## src/rtl/ascensor_ctrl.sv

```systemverilog
// Elevator floor-sequencing controller: drives the external floor counter one step per
// travel period toward an accepted target, then holds the door open before idling.
module ascensor_ctrl #(
  parameter int FLOOR_W     = 4,
  parameter int MAX_FLOOR   = 9,
  parameter int MOVE_CYCLES = 3,
  parameter int DOOR_CYCLES = 4
) (
  input  logic               clk,
  input  logic               reset,
  input  logic               req_valid,
  input  logic [FLOOR_W-1:0] req_floor,
  input  logic               hold,
  output logic               req_ready,
  output logic               req_err,
  output logic               cnt_enb,
  output logic               cnt_modo,
  output logic [FLOOR_W-1:0] cnt_data,
  input  logic [FLOOR_W-1:0] cnt_q,
  output logic               moving_up,
  output logic               moving_dn,
  output logic               door_open,
  output logic               arrived
);

  localparam int TMR_MAX = (MOVE_CYCLES > DOOR_CYCLES) ? MOVE_CYCLES : DOOR_CYCLES;
  localparam int TMR_W   = $clog2(TMR_MAX + 1);

  typedef enum logic [2:0] {INIT, IDLE, MOVE, STEP, SETTLE, DOOR} state_t;

  state_t             state, state_d;
  logic               started;
  logic [TMR_W-1:0]   timer, timer_d;
  logic [FLOOR_W-1:0] target, target_d;
  logic               dir_up, dir_up_d;
  logic [FLOOR_W-1:0] step_data, step_data_d;
  logic               req_err_d, arrived_d;

  // NOTE: every variable gets a default first so no path through the case infers a latch.
  always_comb begin
    state_d     = state;
    timer_d     = timer;
    target_d    = target;
    dir_up_d    = dir_up;
    step_data_d = '0;
    req_err_d   = 1'b0;
    arrived_d   = 1'b0;
    unique case (state)
      INIT: if (started) state_d = IDLE;
      IDLE: begin
        if (req_valid) begin
          if (req_floor > FLOOR_W'(MAX_FLOOR)) begin
            req_err_d = 1'b1;
          end else if (req_floor == cnt_q) begin
            arrived_d = 1'b1;
            timer_d   = '0;
            state_d   = DOOR;
          end else begin
            target_d = req_floor;
            dir_up_d = (req_floor > cnt_q);
            timer_d  = '0;
            state_d  = MOVE;
          end
        end
      end
      MOVE: begin
        if (timer == TMR_W'(MOVE_CYCLES - 1)) begin
          timer_d = '0;
          state_d = STEP;
          // Down-step load value is captured here so cnt_data stays a pure register output.
          if (!dir_up) step_data_d = cnt_q - 1'b1;
        end else begin
          timer_d = timer + 1'b1;
        end
      end
      STEP: state_d = SETTLE;
      SETTLE: begin
        timer_d = '0;
        if (cnt_q == target) begin
          arrived_d = 1'b1;
          state_d   = DOOR;
        end else begin
          state_d = MOVE;
        end
      end
      DOOR: begin
        if (hold) begin
          timer_d = '0;
        end else if (timer == TMR_W'(DOOR_CYCLES - 1)) begin
          timer_d = '0;
          state_d = IDLE;
        end else begin
          timer_d = timer + 1'b1;
        end
      end
      default: state_d = INIT;
    endcase
  end

  // NOTE: state registers use non-blocking assignments so all of them update together.
  always_ff @(posedge clk or posedge reset) begin
    if (reset) begin
      state     <= INIT;
      started   <= 1'b0;
      timer     <= '0;
      target    <= '0;
      dir_up    <= 1'b0;
      step_data <= '0;
      req_err   <= 1'b0;
      arrived   <= 1'b0;
    end else begin
      state     <= state_d;
      started   <= 1'b1;
      timer     <= timer_d;
      target    <= target_d;
      dir_up    <= dir_up_d;
      step_data <= step_data_d;
      req_err   <= req_err_d;
      arrived   <= arrived_d;
    end
  end

  // INIT only drives the counter once reset has been released for an edge, keeping all
  // outputs low while reset is held.
  logic init_load, travelling;
  assign init_load  = (state == INIT) && started;
  assign travelling = (state == MOVE) || (state == STEP) || (state == SETTLE);

  assign req_ready = (state == IDLE);
  assign cnt_enb   = init_load || (state == STEP);
  assign cnt_modo  = init_load || ((state == STEP) && !dir_up);
  assign cnt_data  = step_data;
  assign moving_up = travelling && dir_up;
  assign moving_dn = travelling && !dir_up;
  assign door_open = (state == DOOR);

endmodule

```

## config.mk

```make
export PLATFORM = sky130hd
export DESIGN_NAME = ascensor_ctrl
export DESIGN_NICKNAME = d
export VERILOG_FILES = /design/src/rtl/ascensor_ctrl.sv
export SDC_FILE = /design/constraint.sdc
export NUM_CORES = 1
export LEC_CHECK = 0
export ABC_AREA = 1
export CAP_MARGIN = 20
export CORE_ASPECT_RATIO = 0.6
export CORE_MARGIN = 1
export CORE_UTILIZATION = 25
export DETAILED_ROUTE_END_ITERATION = 12
export SYNTH_ARGS = -nofsm -noshare
export SYNTH_HDL_FRONTEND = slang
export SYNTH_SLANG_ARGS = --single-unit
export TNS_END_PERCENT = 1
```

## constraint.sdc

```tcl
create_clock -name clk -period 3.44 [get_ports clk]
set_input_delay 0.688 -clock clk [delete_from_list [all_inputs] [get_ports clk]]
set_output_delay 0.688 -clock clk [all_outputs]
set_load 0.01 [all_outputs]
```

== After elaboration in Yosys (flattened, before gate mapping) ==
Index checks and enable logic that the tools add are counted.

* Bits in registers: 18
* Input bits: 12
* Logic and storage cells: 69

* Add/sub/neg operators: 2
* Order comparisons: 2
* Equality and inequality tests: 15
* Muxes and demuxes: 26
* Bitwise gates (word level): 2
* Reduce and logical (&&, ||, !) cells: 14

{| class="wikitable"
|+ Operators with widths
! kind !! number
|-
| 2-to-1 mux 3 bit || 13
|-
| case mux 3 bit (6 select lines) || 1
|-
| == test 3 x 2 -> 1 bit (second input constant) || 4
|-
| 2-to-1 mux 4 bit || 3
|-
| case mux 3 bit (4 select lines) || 1
|-
| inequality test 2 bit (second input constant) || 5
|-
| == test 4 bit || 2
|-
| 2-to-1 mux 1 bit || 7
|-
| == test 3 bit (second input constant) || 2
|-
| AND reduction 6 bit || 1
|-
| greater-than comparator 4 bit || 1
|-
| greater-than comparator 4 bit (second input constant) || 1
|-
| logical AND 1 bit || 4
|-
| logical OR 1 bit || 4
|-
| AND reduction 4 bit || 1
|-
| nonzero test 4 bit || 1
|-
| subtractor 4 x 1 -> 4 bit (second input constant) || 1
|-
| adder 3 x 1 -> 3 bit (second input constant) || 1
|-
| == test 3 x 1 -> 1 bit (second input constant) || 1
|-
| zero test 3 bit || 1
|-
| AND reduction 3 bit || 1
|-
| inequality test 2 x 1 -> 1 bit (second input constant) || 1
|-
| inverter 1 bit || 2
|-
| case mux 1 bit (2 select lines) || 1
|-
| zero test 1 bit || 1
|}

== Logic depth before layout (Yosys ltp) ==
Gate-level depths: netlist of run 1.

* Word-level depth: 5
* Gate-level depth with buffers: 10

== Least setup slack after synthesis of run 1 ==
Ideal clock, no wire load.

* Path type: input to register
* Start: input cnt_q[1]
* End: register dir_up
* Library setup time: 0.119 ns
* Data arrival time: 1.523 ns
* Data required time: 3.321 ns
* Setup slack: 1.798 ns
* Stages on the path: 7
* Cell sequence: inv_1 > ha_1 > nand2_1 > nor2_1 > nor2_1 > nand2_2 > o21a_1

* Longest elaborated chain between the ends: 3
* Elaborated cells between the ends (all ways): 4
* Those cells by class: order compare: 1; eq/ne: 1; bitwise: 1; reduce/logical: 1

{| class="wikitable"
|+ Ends and longest elaborated chain
! item !! RTL line !! source
|-
| from (decl) || 19 || <nowiki>input logic [FLOOR_W-1:0] cnt_q,</nowiki>
|-
| == test 4 bit || 54 || <nowiki>end else if (req_floor == cnt_q) begin</nowiki>
|-
| inverter 1 bit (no line) || -- ||
|-
| AND reduction 4 bit (no line) || -- ||
|-
| to (signal assigned) || 116 || <nowiki>dir_up <= dir_up_d;</nowiki>
|-
| to (decl) || 35 || <nowiki>logic dir_up, dir_up_d;</nowiki>
|}

Several ways; a longest one is shown, not always the timed one.
A chain may end at the register's enable or synchronous reset.

== Final worst setup path of run 1 ==
* Start: register state[0]
* End: output cnt_modo

* Longest elaborated chain between the ends: 3
* Elaborated cells between the ends (all ways): 5
* Those cells by class: eq/ne: 1; reduce/logical: 4

{| class="wikitable"
|+ Ends and longest elaborated chain
! item !! RTL line !! source
|-
| from (decl) || 31 || <nowiki>state_t state, state_d;</nowiki>
|-
| from (signal assigned) || 112 || <nowiki>state <= state_d;</nowiki>
|-
| == test 3 x 2 -> 1 bit or zero test 3 bit (tied branches) || 131, 126 ||
|-
| logical AND 1 bit, on equally long branches || 131, 126 ||
|-
| logical OR 1 bit * || 131 || <nowiki>assign cnt_modo = init_load || ((state == STEP) && !dir_up);</nowiki>
|-
| to (decl) || 17 || <nowiki>output logic cnt_modo,</nowiki>
|}

Every way passes the cells marked *; elsewhere a longest branch is shown, timed or not.

==> flow_metrics.tcl, run 1 <==
set metrics [dict create \
    status "completed" \
    drc 0 \
    antenna_found_initial 0 \
    cp-end-kind "output port" \
    peakVddDrop_mv 0.188 \
    arrival_ns 1.79 \
    rsz0062_at_grt "false" \
    finalNetCount 205 \
    fin_crit_sh 0.722 \
    port_buffers 23 \
    combPwrFrac 0.485 \
    cts_buffer_depth 2 \
    fin_crit_ns 2.48 \
    startpoint_type "flop" \
    cts_tree "done" \
    finalSetupViolCount 0 \
    h-tree-depth 1 \
    finClkSkew_ns 0.00224 \
    dp_hpwl_um 2060 \
    cts_sinks 18 \
    p_sw_uw 418 \
    yosysWarnings 0 \
    cp.required_ns 2.75 \
    grt-ovfl-total 0 \
    clkTransAtPathRegs_ns 0.07 \
    tightest_slew_ns 0.684 \
    timing.rr.end "state[2]$_DFFE_PP0P_" \
    grt_pass1_vias 829 \
    syn_nets 178 \
    drt_pass1_iterations 4 \
    cts_buffers 3 \
    synth_cell_types 22 \
    die_area_um2 4810 \
    hold_buffers 0 \
    critical_path_class "flop to output port" \
    tns_ns 0 \
    synthFlopType "dfrtp_1" \
    synthArstFlopShare 1.00 \
    cp_slowest_cell "clkdlybuf4s50_1" \
    syn_area_um2 1130 \
    post_cts_resized 0 \
    r2r_start "timer[0]$_DFFE_PP0P_" \
    pwr-share-clk 0.174 \
    drv_cap 0 \
    initialDrtViolationCount 59 \
    worstPathCellList "nor3_1, nand2_1, o21ai_0, clkdlybuf4s50_1" \
    endpoint "cnt_modo" \
    start_util 0.269 \
    fp.dieH_um 54.1 \
    synth-seq-cells 18 \
    sequentialPowerShare 0.341 \
    r2r_cells 10 \
    post-cts-setup-buffers 0 \
    max_freq_mhz 403 \
    die_w_um 88.8 \
    sw_frac_of_total 0.419 \
    p_int_uw 579 \
    synth_edf_count 0 \
    grt_max_degree 19 \
    whs_path_depth 1 \
    root_buffer "clkbuf_8" \
    synth_cells 157 \
    area_delta_synth_final_pct 30.9 \
    antenna_cells 0 \
    hp-class "flop to flop" \
    rrSetupSlack_ns 2.02 \
    drive_gt1_frac 0.0656 \
    path_max_fanout 10 \
    slew-limit-headroom 0.544 \
    avgRoutedWirePerCell_um 10.3 \
    clkLatencyLatePin_ns 0.26 \
    grt_pass1_wl_um 3930 \
    syn_avg_cell_area_um2 7.20 \
    io_pins 24 \
    rows 18 \
    whs_ns 0.520 \
    p_per_area_nw_per_um2 673 \
    final_max_slew_viol_count 0 \
    totalWireLength_um 2500 \
    hold_viol 0 \
    crit_path_start "state[0]$_DFFE_PP0P_" \
    worst_path_largest_cell_delay_ns 0.57 \
    seq_area_frac_synth 0.398 \
    grt.total_usage 0.117 \
    core_area_um2 4210 \
    vias 994 \
    via_per_inst 4.09 \
    p_leak_nw 0.777 \
    gp_congestion 0.833 \
    ant_nets 0 \
]
==> worst min-delay path by stage <==
stage                           from  slack [ns]               endpoint
2_1_floorplan  target[0]$_DFFE_PP0P_        0.47  target[0]$_DFFE_PP0P_
3_3_place_gp    timer[0]$_DFFE_PP0P_        0.50   timer[0]$_DFFE_PP0P_
3_5_place_dp    timer[0]$_DFFE_PP0P_        0.52   timer[0]$_DFFE_PP0P_
4_1_cts         timer[0]$_DFFE_PP0P_        0.53   timer[0]$_DFFE_PP0P_
5_1_grt         timer[0]$_DFFE_PP0P_        0.54   timer[0]$_DFFE_PP0P_
6_report        timer[0]$_DFFE_PP0P_        0.52   timer[0]$_DFFE_PP0P_
==> sequential cells by signal, summed over array words and instances, names as in the netlist <==
register and count:
dir_up 1, cnt_data 4, target 4, arrived 1, state 3, started 1
req_err 1, timer 3
==> cells in the mapped netlist (all sizes together), types with 2 or more instances <==
library cell  number  area share
nand3b             2       0.013
o21ai             10       0.048
nand3             10       0.049
inv               29       0.096
nor2              20       0.066
a21oi              6       0.030
ha                 9        0.10
dfrtp             18        0.40
nand2             46        0.15
==> worst max-delay path, delay by kind of cell (launching register included) <==
kind | cells | cell delay (ns)
AND/OR/NAND/NOR | 2 | 0.40
flip-flops | 1 | 0.47
buffers and inverters | 1 | 0.57
AO/OA/AOI/OAI | 1 | 0.10
==> per-stage QoR <==
| stage | cell area [um2] | power, mW | cells | worst slack [ns] | util |
|---|---|---|---|---|---|
| floorplan | 1130 | 0.671 | 157 | 1.80 | - |
| global placement | 1430 | 0.825 | 239 | 1.16 | 0.338 |
| detailed placement | 1430 | 0.824 | 239 | 1.11 | 0.338 |
| CTS | 1480 | 1.00 | 243 | 0.951 | 0.351 |
| global route | 1480 | 1.09 | 243 | 0.783 | 0.351 |
| finish | 1480 | 0.996 | 243 | 0.957 | 0.351 |
==> kinds of logic after synthesis <==
kind of cell | after synthesis | share of synthesized area
other | 1 | 0.00332
flip-flops | 18 | 0.398
AND/OR/NAND/NOR | 80 | 0.293
adder cells (fa/ha/maj) | 9 | 0.0996
AO/OA/AOI/OAI | 17 | 0.0841
buffers and inverters | 30 | 0.106
XOR/XNOR | 2 | 0.0155
==> cell type report <==
cell class / count / area [um2]
Tap cell: 60 / 75.1
Inverter: 29 / 109
Timing Repair Buffer: 23 / 230
Multi-Input combinational cell: 109 / 561
Sequential cell: 18 / 450
Clock buffer: 4 / 55.1
Fill cell: 446 / 2730
==> layout by cell type, fill, tap and decap left out, types with 5 or more instances in the layout <==
cell              n
clkdlybuf4s50_1  23
inv_1            25
dfrtp_1          18
nand3_1           9
nand2_1          45
o21ai_0           8
a21oi_1           5
ha_1              9
nor2_1           20
==> layer usage <==
layer / up-vias / GRT usage / routed length (um)
li1: 535 / - / -
met1: 423 / 0.180 / 1440
met2: 32 / 0.145 / 862
met3: 4 / 0.0445 / 179
met4: 0 / 0.0323 / 26
met5: - / 0 / 0
==> power by group through the flow <==
stage / logic [mW] / registers (mW) / clock network [mW]
2_1_floorplan: 0.352 / 0.319 / 0
3_3_place_gp: 0.483 / 0.343 / 0
3_5_place_dp: 0.482 / 0.342 / 0
4_1_cts: 0.485 / 0.339 / 0.178
5_1_grt: 0.548 / 0.351 / 0.192
6_report: 0.483 / 0.340 / 0.173
No activity file was read; power rests on OpenSTA's default activity.
==> run 2: changes to the inputs <==
clock period = 2 ns   (was 3.44 ns; I/O delays follow)
==> run 2 against run 1 <==
Largest cell class unchanged. Register-to-register slack lost 1.6 ns. Die area is the same. Hold slack lost 0.061 ns. Core utilization grew 1.9 points. Non-clock buffer count grew 9. First-iteration DRC count shrank 36%.
==> flow_metrics.tcl, run 2 (synthesis results as in run 1) <==
set metrics [dict create \
    status "completed" \
    initialDrtViolationCount 38 \
    whs_ns 0.459 \
    drt_pass1_iterations 4 \
    placedCellCount 248 \
    cts_buffer_depth 2 \
    rsz0062_at_grt "false" \
    grt_max_degree 19 \
    final_cells 252 \
    place_area_um2 1490 \
    p_leak_nw 0.855 \
    cp_slowest_cell "dfrtp_1" \
    via_per_inst 4.13 \
    worst_path_largest_cell_delay_ns 0.46 \
    grt.total_usage 0.128 \
    cts_tree "done" \
    rows 18 \
    root_buffer "clkbuf_8" \
    p_sw_uw 751 \
    die_area_um2 4810 \
    peakVddDrop_mv 0.371 \
    antenna_found_initial 0 \
    path_max_fanout 5 \
    cp_top_family "flip-flops" \
    hold_viol 0 \
    cp-end-kind "output port" \
    clkTransAtPathRegs_ns 0.07 \
    pwr-share-clk 0.168 \
    grt-ovfl-total 0 \
    drc 0 \
    gp_congestion 0.859 \
    arrival_ns 1.48 \
    finClkSkew_ns 0.00649 \
    grt_pass1_vias 937 \
    cts_buffers 3 \
    port_buffers 23 \
    combPwrFrac 0.501 \
    area_delta_synth_final_pct 38.1 \
    p_int_mw 1.03 \
    critical_path_class "flop to output port" \
    totalWireLength_um 2650 \
    crit_buf_inv 1 \
    hp-class "input port to asynchronous set/reset pin" \
    p_per_area_nw_per_um2 1140 \
    fin_total_pwr_mw 1.78 \
    final_common_cell "nand2_1" \
    dp_hpwl_um 2150 \
    cts_sinks 18 \
    avgRoutedWirePerCell_um 10.5 \
    io_pins 24 \
    finalNetCount 214 \
    startpoint_type "flop" \
    clkLatencyLatePin_ns 0.26 \
    fin_crit_ns 1.88 \
    sequentialPowerShare 0.331 \
    post-cts-setup-buffers 0 \
    vias 1042 \
    finalSetupViolCount 0 \
    max_freq_mhz 533 \
    h-tree-depth 1 \
    core_area_um2 4210 \
    ant_nets 0 \
    fp.dieH_um 54.1 \
    final_max_slew_viol_count 0 \
    fillers 465 \
    start_util 0.269 \
    grt_pass1_wl_um 4440 \
    fin_crit_sh 0.939 \
    drv_cap 0 \
    antenna_cells 0 \
    die_w_um 88.8 \
    drive_gt1_frac 0.125 \
    mostFrequentLayoutCells "45 x nand2_1, 25 x inv_1, 20 x nor2_1" \
    final_area_um2 1560 \
    sw_frac_of_total 0.423 \
    worstPathCellList "nor2_1, nand2_1, a21oi_1, dlygate4sd2_1" \
    cp.required_ns 1.60 \
]
run 2: path summary, 6_finish.rpt:
check	from	slack (ns)	cells past startpoint	end
max in group asynchronous	reset	1.33	3	state[2]$_DFFE_PP0P_
worst max register to register	state[1]$_DFFE_PP0P_	0.47	10	state[2]$_DFFE_PP0P_
worst min register to register	timer[0]$_DFFE_PP0P_	0.53	1	timer[0]$_DFFE_PP0P_
worst max-delay path	state[1]$_DFFE_PP0P_	0.12	4	moving_up
worst min-delay path	reset	0.46	3	target[2]$_DFFE_PP0P_
min in group clk	timer[0]$_DFFE_PP0P_	0.53	1	timer[0]$_DFFE_PP0P_
run 2: final cells by class:
| type | count | area, um2 | share of cell area |
|---|---|---|---|
| multi-input cells | 109 | 577 | 0.369 |
| clock buffers | 4 | 55.1 | 0.0353 |
| flip-flops and latches | 18 | 452 | 0.289 |
| well taps | 60 | 75.1 | 0.0481 |
| inverters | 29 | 109 | 0.0697 |
| repair buffers | 32 | 294 | 0.188 |
run 2: timing repair:
| action | 4_1_cts | 5_1_grt |
|---|---|---|
| hold buffers | 0 | 0 |
| pin swaps | 0 | 1 |
| endpoints found under the setup margin | 6 | 1 |
| gates resized for setup | 9 | 2 |
run 2: per-stage QoR:
step	util	setup TNS [ns]	setup WS [ns]
2_1_floorplan	-	0	0.646
3_3_place_gp	0.354	0	0.0727
3_5_place_dp	0.354	0	0.0385
4_1_cts	0.369	-0.112	-0.112
5_1_grt	0.371	0	0.0354
6_report	0.371	0	0.123
run 2: layer usage:
metal | part of all wire | GRT usage | vias to the layer above | wire (um)
li1 | - | - | 552 | -
met1 | 0.57 | 0.191 | 449 | 1500
met2 | 0.35 | 0.169 | 36 | 932
met3 | 0.073 | 0.0460 | 5 | 193
met4 | 0.0079 | 0.0323 | 0 | 21
met5 | 0 | 0 | - | 0
run 2: worst reg2reg max path: cells and delay by family, from the launching register on:
family	cells	cell delay, ns
buffers and inverters	5	0.53
flip-flops	1	0.46
AND/OR/NAND/NOR	5	0.43
run 2: power by group through the flow:
stage	clock network [mW]	registers (mW)	logic, mW
5_1_grt	0.332	0.602	1.02
6_report	0.299	0.587	0.890
2_1_floorplan	0	0.549	0.606
3_3_place_gp	0	0.573	0.910
3_5_place_dp	0	0.576	0.908
4_1_cts	0.310	0.576	0.891
